## src/rtl/count_seq_pkg.sv

```systemverilog
`default_nettype none
// ============================================================================
// Module      : count_seq_pkg
// Description : Shared constants and state encoding for count_sequencer.
// Revision    : 1.0 - initial release
// ============================================================================
package count_seq_pkg;

    localparam int LEN_W_DEFAULT = 4;
    localparam int CNT_W         = 2;

    typedef enum logic [2:0] {
        IDLE  = 3'd0,
        CLEAR = 3'd1,
        STEP  = 3'd2,
        CHECK = 3'd3,
        DONE  = 3'd4
    } state_t;

endpackage
`default_nettype wire

```

## src/rtl/count_sequencer_arb.sv

```systemverilog
`default_nettype none
// ============================================================================
// Module      : rr_arbiter2
// Description : Two-way round-robin arbiter owning the last-grant pointer.
// Revision    : 1.0 - initial release
// ============================================================================
module rr_arbiter2 (
    input  logic       clk,
    input  logic       rst_n,
    input  logic       valid0,
    input  logic       valid1,
    input  logic       en,
    input  logic       upd,
    input  logic       upd_id,
    output logic [1:0] grant
);

    // 1 = requester 1 was served last, so requester 0 wins the next tie
    logic r_last;

    always_ff @(posedge clk or negedge rst_n) begin
        if (!rst_n) begin
            r_last <= 1'b1;
        end else if (upd) begin
            r_last <= upd_id;
        end
    end

    always_comb begin
        grant    = 2'b00;
        grant[0] = en & valid0 & (~valid1 | r_last);
        grant[1] = en & valid1 & (~valid0 | ~r_last);
    end

endmodule
`default_nettype wire

```

## src/rtl/count_sequencer.sv

```systemverilog
`default_nettype none
// ============================================================================
// Module      : count_sequencer
// Description : Shares a 2-bit step counter between two requesters and checks
//               the counter value after each burst.
// Revision    : 1.0 - initial release
// ============================================================================
module count_sequencer
    import count_seq_pkg::*;
#(
    parameter int LEN_W = LEN_W_DEFAULT
) (
    input  logic             clk,
    input  logic             rst_n,
    input  logic             req0_valid,
    input  logic [LEN_W-1:0] req0_len,
    input  logic             req0_clr,
    output logic             req0_ready,
    input  logic             req1_valid,
    input  logic [LEN_W-1:0] req1_len,
    input  logic             req1_clr,
    output logic             req1_ready,
    output logic             cnt_x,
    output logic             cnt_clr,
    input  logic [CNT_W-1:0] cnt_z,
    output logic             done_valid,
    input  logic             done_ready,
    output logic             done_id,
    output logic [CNT_W-1:0] done_z,
    output logic             done_err,
    output logic             busy
);

    state_t           r_state;
    state_t           w_next;
    logic [1:0]       w_grant;
    logic             w_accept;
    logic [LEN_W-1:0] w_sel_len;
    logic             w_sel_clr;
    logic [LEN_W-1:0] r_rem;
    logic [CNT_W-1:0] r_exp;
    logic             r_id;
    logic             r_cnt_x;
    logic             r_cnt_clr;
    logic             r_done_id;
    logic [CNT_W-1:0] r_done_z;
    logic             r_done_err;
    logic             w_upd;

    assign w_upd = (r_state == DONE) && done_ready;

    rr_arbiter2 u_arb (
        .clk    (clk),
        .rst_n  (rst_n),
        .valid0 (req0_valid),
        .valid1 (req1_valid),
        .en     (r_state == IDLE),
        .upd    (w_upd),
        .upd_id (r_id),
        .grant  (w_grant)
    );

    assign w_accept  = |w_grant;
    assign w_sel_len = w_grant[1] ? req1_len : req0_len;
    assign w_sel_clr = w_grant[1] ? req1_clr : req0_clr;

    always_comb begin
        w_next = r_state;
        case (r_state)
            IDLE: begin
                if (w_accept) begin
                    if (w_sel_clr)             w_next = CLEAR;
                    else if (w_sel_len != '0)  w_next = STEP;
                    else                       w_next = CHECK;
                end
            end
            CLEAR:   w_next = (r_rem != '0) ? STEP : CHECK;
            STEP:    w_next = (r_rem == LEN_W'(1)) ? CHECK : STEP;
            CHECK:   w_next = DONE;
            DONE:    w_next = done_ready ? IDLE : DONE;
            default: w_next = IDLE;
        endcase
    end

    // Strobes are registered from the next state so they line up with it
    always_ff @(posedge clk or negedge rst_n) begin
        if (!rst_n) begin
            r_state    <= IDLE;
            r_cnt_x    <= 1'b0;
            r_cnt_clr  <= 1'b0;
            r_rem      <= '0;
            r_exp      <= '0;
            r_id       <= 1'b0;
            r_done_id  <= 1'b0;
            r_done_z   <= '0;
            r_done_err <= 1'b0;
        end else begin
            r_state   <= w_next;
            r_cnt_x   <= (w_next == STEP);
            r_cnt_clr <= (w_next == CLEAR);
            case (r_state)
                IDLE: begin
                    if (w_accept) begin
                        r_id  <= w_grant[1];
                        r_rem <= w_sel_len;
                        r_exp <= w_sel_clr ? '0 : cnt_z;
                    end
                end
                CLEAR: r_exp <= '0;
                STEP: begin
                    r_rem <= r_rem - LEN_W'(1);
                    r_exp <= r_exp + CNT_W'(1);
                end
                CHECK: begin
                    r_done_id  <= r_id;
                    r_done_z   <= cnt_z;
                    r_done_err <= (cnt_z != r_exp);
                end
                default: ;
            endcase
        end
    end

    assign req0_ready = w_grant[0];
    assign req1_ready = w_grant[1];
    assign cnt_x      = r_cnt_x;
    assign cnt_clr    = r_cnt_clr;
    assign done_valid = (r_state == DONE);
    assign done_id    = r_done_id;
    assign done_z     = r_done_z;
    assign done_err   = r_done_err;
    assign busy       = (r_state != IDLE);

endmodule
`default_nettype wire

```

## config.mk

```make
export PLATFORM = sky130hd
export DESIGN_NAME = count_sequencer
export DESIGN_NICKNAME = d
export VERILOG_FILES = /design/src/rtl/count_seq_pkg.sv /design/src/rtl/count_sequencer_arb.sv /design/src/rtl/count_sequencer.sv
export SDC_FILE = /design/constraint.sdc
export NUM_CORES = 1
export LEC_CHECK = 0
export CORE_MARGIN = 1.5
export CORE_UTILIZATION = 48
export DETAILED_ROUTE_END_ITERATION = 8
export GPL_TIMING_DRIVEN = 0
export PLACE_DENSITY_LB_ADDON = 0.12
export SKIP_CTS_REPAIR_TIMING = 1
export SYNTH_ARGS = -nofsm -noshare
export SYNTH_HDL_FRONTEND = slang
export SYNTH_HIERARCHICAL = 1
export SYNTH_SLANG_ARGS = --single-unit
```

## constraint.sdc

```tcl
create_clock -name clk -period 3 [get_ports clk]
set_input_delay 0.6 -clock clk [delete_from_list [all_inputs] [get_ports clk]]
set_output_delay 0.6 -clock clk [all_outputs]
set_load 0.005 [all_outputs]
```

[Word level (Yosys, flattened, before mapping)]
Index checks and enable logic that the tools add are counted.
Word-level totals
  register bits after elaboration: 17
  input bits: 17
  output and inout bits: 10
  logic and storage cells: 55
Cells by class
  add/subtract/negate cells: 2
  equal/unequal tests: 9
  multiplexer cells: 14
  bitwise gates (word level): 9
  reductions and logical operators: 11
Operators by type and width (count)
  one-hot mux 3 bit (5 select lines): 1
  equality test 3 x 2 -> 1 bit (second input constant): 3
  two-way mux 4 bit: 2
  one-hot mux 4 bit (2 select lines): 1
  nonzero test 4 bit: 2
  equality test 3 x 1 -> 1 bit (second input constant): 2
  two-way mux 2 bit: 3
  two-way mux 3 bit: 2
  one-hot mux 2 bit (3 select lines): 1
  AND reduction 2 bit: 3
  nonzero test 3 bit: 2
  AND 1 bit: 4
  equality test 4 x 1 -> 1 bit (second input constant): 1
  two-way mux 1 bit: 4
  subtractor 4 x 1 -> 4 bit (second input constant): 1
  equality test 3 bit (second input constant): 1
  zero test 3 bit: 1
  NOT 1 bit: 3
  adder 2 x 1 -> 2 bit (second input constant): 1
  inequality test 2 bit: 1
  inequality test 2 bit (second input constant): 1
  bitwise OR 1 bit: 2
  nonzero test 2 bit: 1
  OR reduction 2 bit: 1
  logical AND 1 bit: 1

[Logic depth before layout (Yosys ltp)]
Gate-level depths: netlist of the first run.
  depth in word-level cells: 10
  mapped depth: 10
  mapped depth without buffers: 8

[Modules after synthesis]
Netlist of the first run, hierarchy kept.
Modules (own cells, without submodules)
  count_sequencer: instances 1, cells each 96, area each 985.9 µm², sequential area each 400.4 µm²
  rr_arbiter2: instances 1, cells each 8, area each 63.8 µm², sequential area each 26.3 µm²

[Worst setup path before layout of the first run]
No wires, ideal clock.
  path type: register to register
  from: reg r_state[2]
  to: reg r_state[0]
  library setup time: 0.124 ns
  data arrival time: 2.295 ns
  data required time: 2.876 ns
  slack: 0.580 ns
  cell stages (with the launch flop): 10
  buffers on the path: 2
  clock period less this slack: 2.420 ns
  path through: dfrtp_1 buf_6 or3_4 clkinv_4 nand2_1 a21oi_1 buf_6 mux2i_1 a31oi_2 or2_1
On the way
  word-level cells in the longest chain between the ends: 9
  elaborated cells between the ends (all ways): 17
  classes of those cells: eq/ne (4); mux (6); bitwise (4); reduce/logical (3)
Ends and longest elaborated chain
  start, declared: line count_sequencer.sv:34  | state_t r_state;
  start signal, assigned: line count_sequencer.sv:98  | r_state <= w_next;
  zero test 3 bit (*): line count_sequencer.sv:57  | .en (r_state == IDLE),
  AND 1 bit (*) (2 in a row): line count_sequencer_arb.sv:32  | grant[1] = en & valid1 & (~valid0 | ~r_last);
  via req1_ready: line count_sequencer.sv:22  | output logic req1_ready,
  two-way mux 4 bit: line count_sequencer.sv:64  | assign w_sel_len = w_grant[1] ? req1_len : req0_len;
  nonzero test 4 bit: line count_sequencer.sv:73  | else if (w_sel_len != '0) w_next = STEP;
  two-way mux 1 bit: line count_sequencer.sv:73
  two-way mux 2 bit: line count_sequencer.sv:72  | if (w_sel_clr) w_next = CLEAR;
  two-way mux 3 bit (*): line count_sequencer.sv:71  | if (w_accept) begin
  one-hot mux 3 bit (5 select lines) (*): line count_sequencer.sv:69  | case (r_state)
  via w_next[0]: line count_sequencer.sv:35  | state_t w_next;
Mark *: on every way through the listed nets, which the timed path passes. The rest lies on a longest branch.
A chain may end at the register's enable or synchronous reset.

[Final worst setup path of the first run]
  from: reg r_state[2]
  to: out req0_ready
On the way
  word-level cells in the longest chain between the ends: 3
Ends and longest elaborated chain
  zero test 3 bit: line count_sequencer.sv:57
  AND 1 bit (2 in a row): line count_sequencer_arb.sv:31  | grant[0] = en & valid0 & (~valid1 | r_last);
  end, declared: line count_sequencer.sv:18  | output logic req0_ready,
No other way between the ends.

==> reports/results.ini, run 1 <==
[status]
status=finished, final reports clean

[global_route]
grt_pass1_wl_mm=3.795
grt_max_degree=18
grt_pass1_vias=882
use_met1_pct=25.20
use_met2_pct=33.56
globalRouteTotalUtil_pct=19.99
met3_usage_pct=4.545
gr-max-usage-layer=met2
grt_antenna_before_repair=0
grt_overflow=0

[place]
dpl.hpwl_mm=1.629
dp.cells=157
place_area_sq_mm=0.001344
gp_congestion=0.8491
io_buffers=26
dp_slack_ps=238.1

[worst_setup_path]
critPathCaptureType=output pin
startpoint_type=flop
cp_data_arrival_time_ps=2220
path_class=reg -> out
worst-path-max-fanout=10
cp.required_ps=2400
worstSetupStartpoint=r_state[2]
rr_startpoint=r_state[2]

[yosys]
synth_edf_count=0
synth_area_sq_mm=0.001050
synth_top_family_by_area=simple AND/OR/NAND/NOR gates
synth.area.mux_share_pct=8.939
synthCells=104
syn_avg_cell_area_sq_um=10.09
ys_types=42
synthSimpleGateAreaFrac_pct=20.02
ys_seq_elements=17
synth_compound_area_share_pct=16.92
yosys.area.top_type=dfrtp_1
synthArstFlopShare_pct=100.0
ys.flop_type=dfrtp_1
synth_fp_nets=124
yosys-top-cells-area=dfrtp_1 38%, mux2i_1 5.7%, buf_6 4.3%
ys_seq_area_share_pct=40.64
yosysWarnings=6
synthAdderAreaFrac_pct=3.576
synth_xor_area_share_pct=2.503
synth_top_cell_area_share_pct=38.14

[floorplanning]
die_area_sq_mm=0.002477
row_count=16
dieWidth_um=49.77
core_sq_mm=0.002002
io_pins=27
initial_core_util_pct=52.44
die_h_um=49.77

[timing]
finClkSkew_ps=8.470
fin_crit_ps=2816
slew_viol_final=0
finalSetupViolCount=0
rsz0062_at_grt=no
setup-tns-final_ps=0
post-route-period-util_pct=93.86
tightest_slew_ps=781.8
fin_ws_ps=184.3
whs_ps=503.9
max_freq_mhz=355.2
final_hold_viol_count=0
maxSlewHeadroom_pct=47.71

[clock_network]
cts_tree=yes
clockRootBuffer=clkbuf_4
htree_levels=1
clk_latency_ps=290
path_clk_slew_ps=110
cts_sinks=17
cts_made_buffers=3
cts_max_path_buffers=2

[finish]
nets=155
area_growth_pct=30.99
utilization_pct=68.69
postLayoutCellArea_sq_mm=0.001375
final_cells=161
antennaDiodeCount=0
drive_gt1_share_pct=17.91

[drt]
ant_nets=0
vias=872
drc=0
wl_mm=2.153
drt_first_pass_iters=4
wl_per_cell_um=13.37
drt-initial-drc-count=14
vias_per_cell=5.416

[pwr]
ir_drop_mv=0.5859
p_per_area_mw_per_mm2=996.0
power_mw=1.370
leakage_nw=0.5710

[worst_hold_path]
hp-class=reg -> reg
hold_start=done_err

[job]
max-cap-violations=0

per-layer routing:
layer,vias to the layer above,share of wire [%]
li1,432,-
met1,420,45
met2,18,50
met3,2,3.8
met4,0,0.46
met5,-,0
report_power, final:
group	switching, mW	internal [mW]	total [mW]
sequential	0.0681	0.345	0.414
combinational	0.402	0.424	0.826
clock	0.0802	0.0495	0.130
total	0.551	0.819	1.37
critical path, stage by stage, from the launching register on:
cell and delay (ps):
dfrtp_1 390, buf_6 130, or3_4 430, clkinv_4 90
nand2_1 60, a21oi_2 270, clkdlybuf4s50_1 560
area by class of cell:
class	instances	area (sq um)
Fill cell	161	626.9
Multi-Input combinational cell	76	549.3
Sequential cell	17	426.7
Timing Repair Buffer	26	260.3
Buffer	5	50.05
Tap cell	27	33.78
Inverter	6	27.53
Clock buffer	3	22.52
Clock inverter	1	5.005
registers in the layout (all words and copies together), names as in the netlist:
| register | count |
|---|---|
| r_rem | 4 |
| r_state | 3 |
| done_z | 2 |
| r_exp | 2 |
| cnt_clr | 1 |
| cnt_x | 1 |
| done_err | 1 |
| done_id | 1 |
| r_id | 1 |
| u_arb/r_last | 1 |
final timing paths:
kind / endpoint / slack [ps] / depth (start not counted)
hold / removal: done_err / 500 / 2
setup reg to reg: r_exp[0] / 450 / 10
min in group asynchronous: cnt_clr / 740 / 1
hold reg to reg: done_err / 500 / 2
max in group asynchronous: done_z[0] / 1760 / 1
setup / recovery: req0_ready / 180 / 6
layout by cell type (no fill, tap or decap), drive strengths merged, types with 2 or more instances in the layout:
cell type,instances
mux2i,6
nor4,2
buf,5
clkdlybuf4s50,26
nand3b,3
inv,5
nand2,10
nand3,2
xor2,2
mux2,3
nor3,5
a21oi,7
dfrtp,16
nor2,10
clkinv,2
ha,3
clkbuf,3
o21ai,6
cells in the mapped netlist, types with 2 or more instances:
library cell  count
dfrtp_1          16
mux2_2            3
inv_1             5
nand2_1          10
xor2_1            2
nor3_1            4
o21ai_0           3
mux2i_1           6
a21oi_1           6
ha_1              3
nand3b_1          3
nand3_1           2
nor2_1            9
buf_6             4
cell families after synthesis:
kind of cell | Yosys count
and+or+nand+nor | 38
AOI/OAI and AO/OA | 23
DFF | 17
buffers and inverters | 11
muxes | 9
xor gates and xnor gates | 3
adders and majority gates | 3
Power figures use the tool's default switching activity.
==> run 2: changes to the inputs <==
--- a/config.mk
+++ b/config.mk
@@ -9,7 +9,7 @@
 export CORE_UTILIZATION = 48
 export DETAILED_ROUTE_END_ITERATION = 8
 export GPL_TIMING_DRIVEN = 0
-export PLACE_DENSITY_LB_ADDON = 0.12
+export PLACE_DENSITY = 0.79
 export SKIP_CTS_REPAIR_TIMING = 1
 export SYNTH_ARGS = -nofsm -noshare
 export SYNTH_HDL_FRONTEND = slang
==> reports/results.ini, run 2 (synthesis results as in run 1) <==
[status]
status=finished, final reports clean

[floorplanning]
row_count=16  ; unchanged
io_pins=27  ; unchanged
die_h_um=49.77  ; unchanged
dieWidth_um=49.77  ; unchanged
die_area_sq_mm=0.002477  ; unchanged
initial_core_util_pct=52.44  ; unchanged
core_sq_mm=0.002002  ; unchanged

[timing]
fin_crit_ps=2846  ; +29.95 ps
finClkSkew_ps=1.156  ; -7.313 ps
post-route-period-util_pct=94.86  ; +1.0 points
setup-tns-final_ps=0  ; unchanged
fin_ws_ps=154.3  ; -29.95 ps
maxSlewHeadroom_pct=47.87  ; +0.15 points
tightest_slew_ps=762.3  ; -19.52 ps
slew_viol_final=0  ; unchanged
rsz0062_at_grt=no
final_hold_viol_count=0  ; unchanged
finalSetupViolCount=0  ; unchanged
max_freq_mhz=351.4  ; -1.1%

[worst_setup_path]
cpMaxStageDelayCell=clkdlybuf4s50_1
r2r_end=r_exp[0]
cp.required_ps=2400  ; about the same
critPathMaxStageDelay_ps=570  ; about the same
cp_data_arrival_time_ps=2250  ; +30 ps
path_class=reg -> out
startpoint_type=flop
rr_startpoint=r_state[2]
worst-path-max-fanout=10  ; unchanged
critPathCaptureType=output pin
r2r_slack_ps=490  ; +40 ps
worstRegToRegCells=10  ; unchanged
path_cells=buf_6 > or3_4 > clkinv_4 > nand2_1 > a21oi_2 > clkdlybuf4s50_1

[clock_network]
cts_made_buffers=3  ; unchanged
htree_levels=1  ; unchanged
clk_latency_ps=290  ; about the same
clockRootBuffer=clkbuf_4
cts_max_path_buffers=2  ; unchanged
cts_tree=yes
path_clk_slew_ps=100  ; about the same
cts_sinks=17  ; unchanged

[place]
dpl.hpwl_mm=1.712  ; +5.1%
dp.cells=157  ; unchanged
place_area_sq_mm=0.001344  ; unchanged
gp_congestion=0.8461  ; -0.35%
io_buffers=26  ; unchanged
dp_slack_ps=277.9  ; +39.78 ps

[worst_hold_path]
hold_path_end=done_err
hp-class=reg -> reg
hold_start=done_err
hold_depth=2  ; unchanged

[global_route]
grt_overflow=0  ; unchanged
grt_antenna_before_repair=0  ; unchanged
globalRouteTotalUtil_pct=20.67  ; +0.68 points
grt_pass1_vias=843  ; -4.4%
grt_max_degree=18  ; unchanged
grt_pass1_wl_mm=3.822  ; +0.71%

[drt]
vias=867  ; -0.57%
drt_first_pass_iters=4  ; unchanged
vias_per_cell=5.385  ; -0.57%
wl_mm=2.269  ; +5.4%
drc=0  ; unchanged
drt-initial-drc-count=5  ; -9
ant_nets=0  ; unchanged
wl_per_cell_um=14.09  ; +5.4%

[finish]
top_regs=r_rem: 4 flops, r_state: 3 flops
top_register=r_rem
drive_gt1_share_pct=17.91  ; unchanged
final_common_cell=clkdlybuf4s50_1
antennaDiodeCount=0  ; unchanged
largest_reg_flops=4  ; unchanged
area_growth_pct=30.99  ; unchanged
nets=155  ; unchanged
final_cell_mix=26 x clkdlybuf4s50_1, 16 x dfrtp_1, 10 x nand2_1
final_cells=161  ; unchanged
postLayoutCellArea_sq_mm=0.001375  ; unchanged

[pwr]
p_per_area_mw_per_mm2=1008  ; +1.2%
ir_drop_mv=0.5170  ; -12%
power_mw=1.386  ; +1.2%
leakage_nw=0.5710  ; unchanged

[job]
max-cap-violations=0  ; unchanged

==> run 2: cell counts in the layout (fill, tap and decap cells not counted) <==
Identical to the previous run, type by type.
==> run 2: how the worst max path moves through the flow <==
stage | startpoint | end | cells past startpoint
floorplan | r_state[2] | r_state[0] | 9
global placement | req1_valid | req1_ready | 4
detailed placement | req1_valid | r_exp[0] | 8
CTS | r_state[2] | req1_ready | 6
global route | r_state[2] | req0_ready | 6
finish | r_state[2] | req0_ready | 6
==> run 2: layout make-up <==
type / count / area (sq um)
well taps: 27 / 33.78
plain buffers: 5 / 50.05
fillers: 171 / 626.9
repair buffers: 26 / 260.3
clock inverters: 1 / 5.005
flip-flops and latches: 17 / 426.7
clock buffers: 3 / 22.52
inverters: 6 / 27.53
multi-input cells: 76 / 549.3
==> run 2: power breakdown <==
group          total [mW]  internal [mW]  switching [mW]  leakage [nW]
logic               0.844          0.424           0.420         0.348
clock network       0.126         0.0497          0.0762        0.0177
registers           0.416          0.346          0.0700         0.206
total                1.39          0.820           0.566         0.571
==> run 2: worst max-delay path: cells and delay by family (launching register included) <==
family          cells  cell delay (ps)
compound gates      1              280
simple gates        2              500
flops               1              390
buf+inv             3              780
==> run 2: through the flow <==
stage | util (%) | hold WS (ps)
floorplan | - | 304.4
CTS | 68.50 | 526.2
global route | 68.69 | 548.1
global placement | 67.13 | 470.0
detailed placement | 67.13 | 474.9
finish | 68.69 | 520.8
==> run 2: metal layers <==
| metal | GRT usage, % | share of wire (%) |
|---|---|---|
| met1 | 26.99 | 46 |
| met2 | 33.78 | 50 |
| met3 | 3.636 | 1.9 |
| met4 | 8.333 | 1.7 |
| met5 | 0 | 0 |
==> run 3: changes to the inputs <==
--- a/config.mk
+++ b/config.mk
@@ -7,6 +7,7 @@
 export LEC_CHECK = 0
 export CORE_MARGIN = 1.5
 export CORE_UTILIZATION = 48
+export CTS_BUF_LIST = sky130_fd_sc_hd__clkbuf_16
 export DETAILED_ROUTE_END_ITERATION = 8
 export GPL_TIMING_DRIVEN = 0
 export PLACE_DENSITY = 0.79
==> reports/results.ini, run 3 (synthesis results as in run 1) <==
[timing]
whs_ps=510.0  ; -10.77 ps
rsz0062_at_grt=no
fin_ws_ps=166.1  ; +11.77 ps
max_freq_mhz=352.9  ; +0.42%
fin_crit_ps=2834  ; -11.77 ps
post-route-period-util_pct=94.46  ; -0.39 points
final_hold_viol_count=0  ; unchanged
tightest_slew_ps=777.5  ; +15.21 ps
slew_viol_final=0  ; unchanged
finalSetupViolCount=0  ; unchanged
maxSlewHeadroom_pct=46.83  ; -1.0 points
setup-tns-final_ps=0  ; unchanged
finClkSkew_ps=2.073  ; +0.9168 ps

[pwr]
ir_drop_mv=0.6405  ; +24%
leakage_nw=0.5944  ; +4.1%
power_mw=1.522  ; +9.8%
p_per_area_mw_per_mm2=1069  ; +6.1%

[job]
max-cap-violations=0  ; unchanged

[clock_network]
htree_levels=1  ; unchanged
path_clk_slew_ps=50  ; -50 ps
clk_latency_ps=250  ; -40 ps
clockRootBuffer=clkbuf_16
cts_tree=yes
cts_made_buffers=3  ; unchanged
cts_sinks=17  ; unchanged
cts_max_path_buffers=2  ; unchanged

[worst_setup_path]
critPathBufInv=3  ; unchanged
path_class=reg -> out
cp_data_arrival_time_ps=2230  ; -20 ps
critPathMaxStageDelay_ps=580  ; about the same
path_cells=buf_6 > or3_4 > clkinv_4 > nand2_1 > a21oi_1 > clkdlybuf4s50_1
critPathCaptureType=output pin
startpoint_type=flop
cp.required_ps=2400  ; about the same
cpMaxStageDelayCell=clkdlybuf4s50_1
cpLargestDelayFamily=buffers and inverters
worst-path-max-fanout=10  ; unchanged

[global_route]
use_met1_pct=25.83  ; -1.2 points
grt_max_degree=18  ; unchanged
grt_antenna_before_repair=0  ; unchanged
grt_overflow=0  ; unchanged
globalRouteTotalUtil_pct=20.09  ; -0.58 points
use_met2_pct=33.78  ; unchanged
grt_pass1_wl_mm=3.781  ; -1.1%
met3_usage_pct=3.030  ; -0.61 points
gr-max-usage-layer=met2
grt_pass1_vias=849  ; +0.71%

[drt]
drt_first_pass_iters=4  ; unchanged
vias=864  ; -0.35%
vias_per_cell=5.366  ; -0.35%
wl_per_cell_um=14.02  ; -0.48%
wl_mm=2.258  ; -0.48%
drt-initial-drc-count=14  ; +9
ant_nets=0  ; unchanged
drc=0  ; unchanged

[finish]
nets=155  ; unchanged
top_regs=r_rem: 4 flops, r_state: 3 flops
final_common_cell=clkdlybuf4s50_1
top_register=r_rem
antennaDiodeCount=0  ; unchanged
area_growth_pct=35.64
largest_reg_flops=4  ; unchanged
drive_gt1_share_pct=17.16  ; -0.75 points
final_cell_mix=26 x clkdlybuf4s50_1, 16 x dfrtp_1, 10 x nand2_1
final_cells=161  ; unchanged

[place]
dpl.hpwl_mm=1.712  ; unchanged
io_buffers=26  ; unchanged
dp_slack_ps=277.9  ; unchanged
dp.cells=157  ; unchanged
gp_congestion=0.8461  ; unchanged

[floorplanning]
row_count=16  ; unchanged
core_sq_mm=0.002002  ; unchanged
dieWidth_um=49.77  ; unchanged
io_pins=27  ; unchanged
die_area_sq_mm=0.002477  ; unchanged
initial_core_util_pct=52.44  ; unchanged
die_h_um=49.77  ; unchanged

[worst_hold_path]
hp-class=reg -> reg

[status]
status=finished, final reports clean

-- run 3: area by class of cell --
class | instances | area (sq um)
multi-input combinational | 76 | 545.5
clock buffer | 3 | 75.07
sequential | 17 | 426.7
buffer | 5 | 50.05
tap | 27 | 33.78
timing repair buffer | 26 | 260.3
fill | 164 | 578.1
inverter | 6 | 27.53
clock inverter | 1 | 5.005
-- run 3: report_power, final --
part           leakage (nW)  switching (mW)  internal (mW)  total (mW)
sequential            0.206          0.0687          0.347       0.416
combinational         0.348           0.414          0.423       0.838
clock                0.0409          0.0904          0.178       0.269
-- run 3: through the flow --
| step | area (sq um) | utilization (%) |
|---|---|---|
| 6_report | 1424 | 71.13 |
| 5_1_grt | 1424 | 71.13 |
| 4_1_cts | 1424 | 71.13 |
| 3_5_place_dp | 1344 | 67.13 |
| 3_3_place_gp | 1344 | 67.13 |
| 2_1_floorplan | 1050 | - |
-- run 3: final timing paths --
check	startpoint	endpoint	slack, ps	depth (start not counted)
min in group asynchronous	rst_n	r_state[0]	810	1
setup / recovery	r_state[2]	req1_ready	170	6
setup reg to reg	r_state[2]	r_exp[0]	370	10
hold reg to reg	done_z[1]	done_z[1]	510	1
max in group asynchronous	rst_n	r_exp[0]	1700	1
hold / removal	done_z[1]	done_z[1]	510	1
-- run 3: routing by layer --
metal / vias to the layer above / part of all wire, % / routed length [um]
met1: 407 / 46 / 1048
li1: 433 / - / -
met5: - / 0 / 0
met3: 5 / 2.7 / 61
met4: 0 / 1.5 / 34
met2: 19 / 49 / 1114
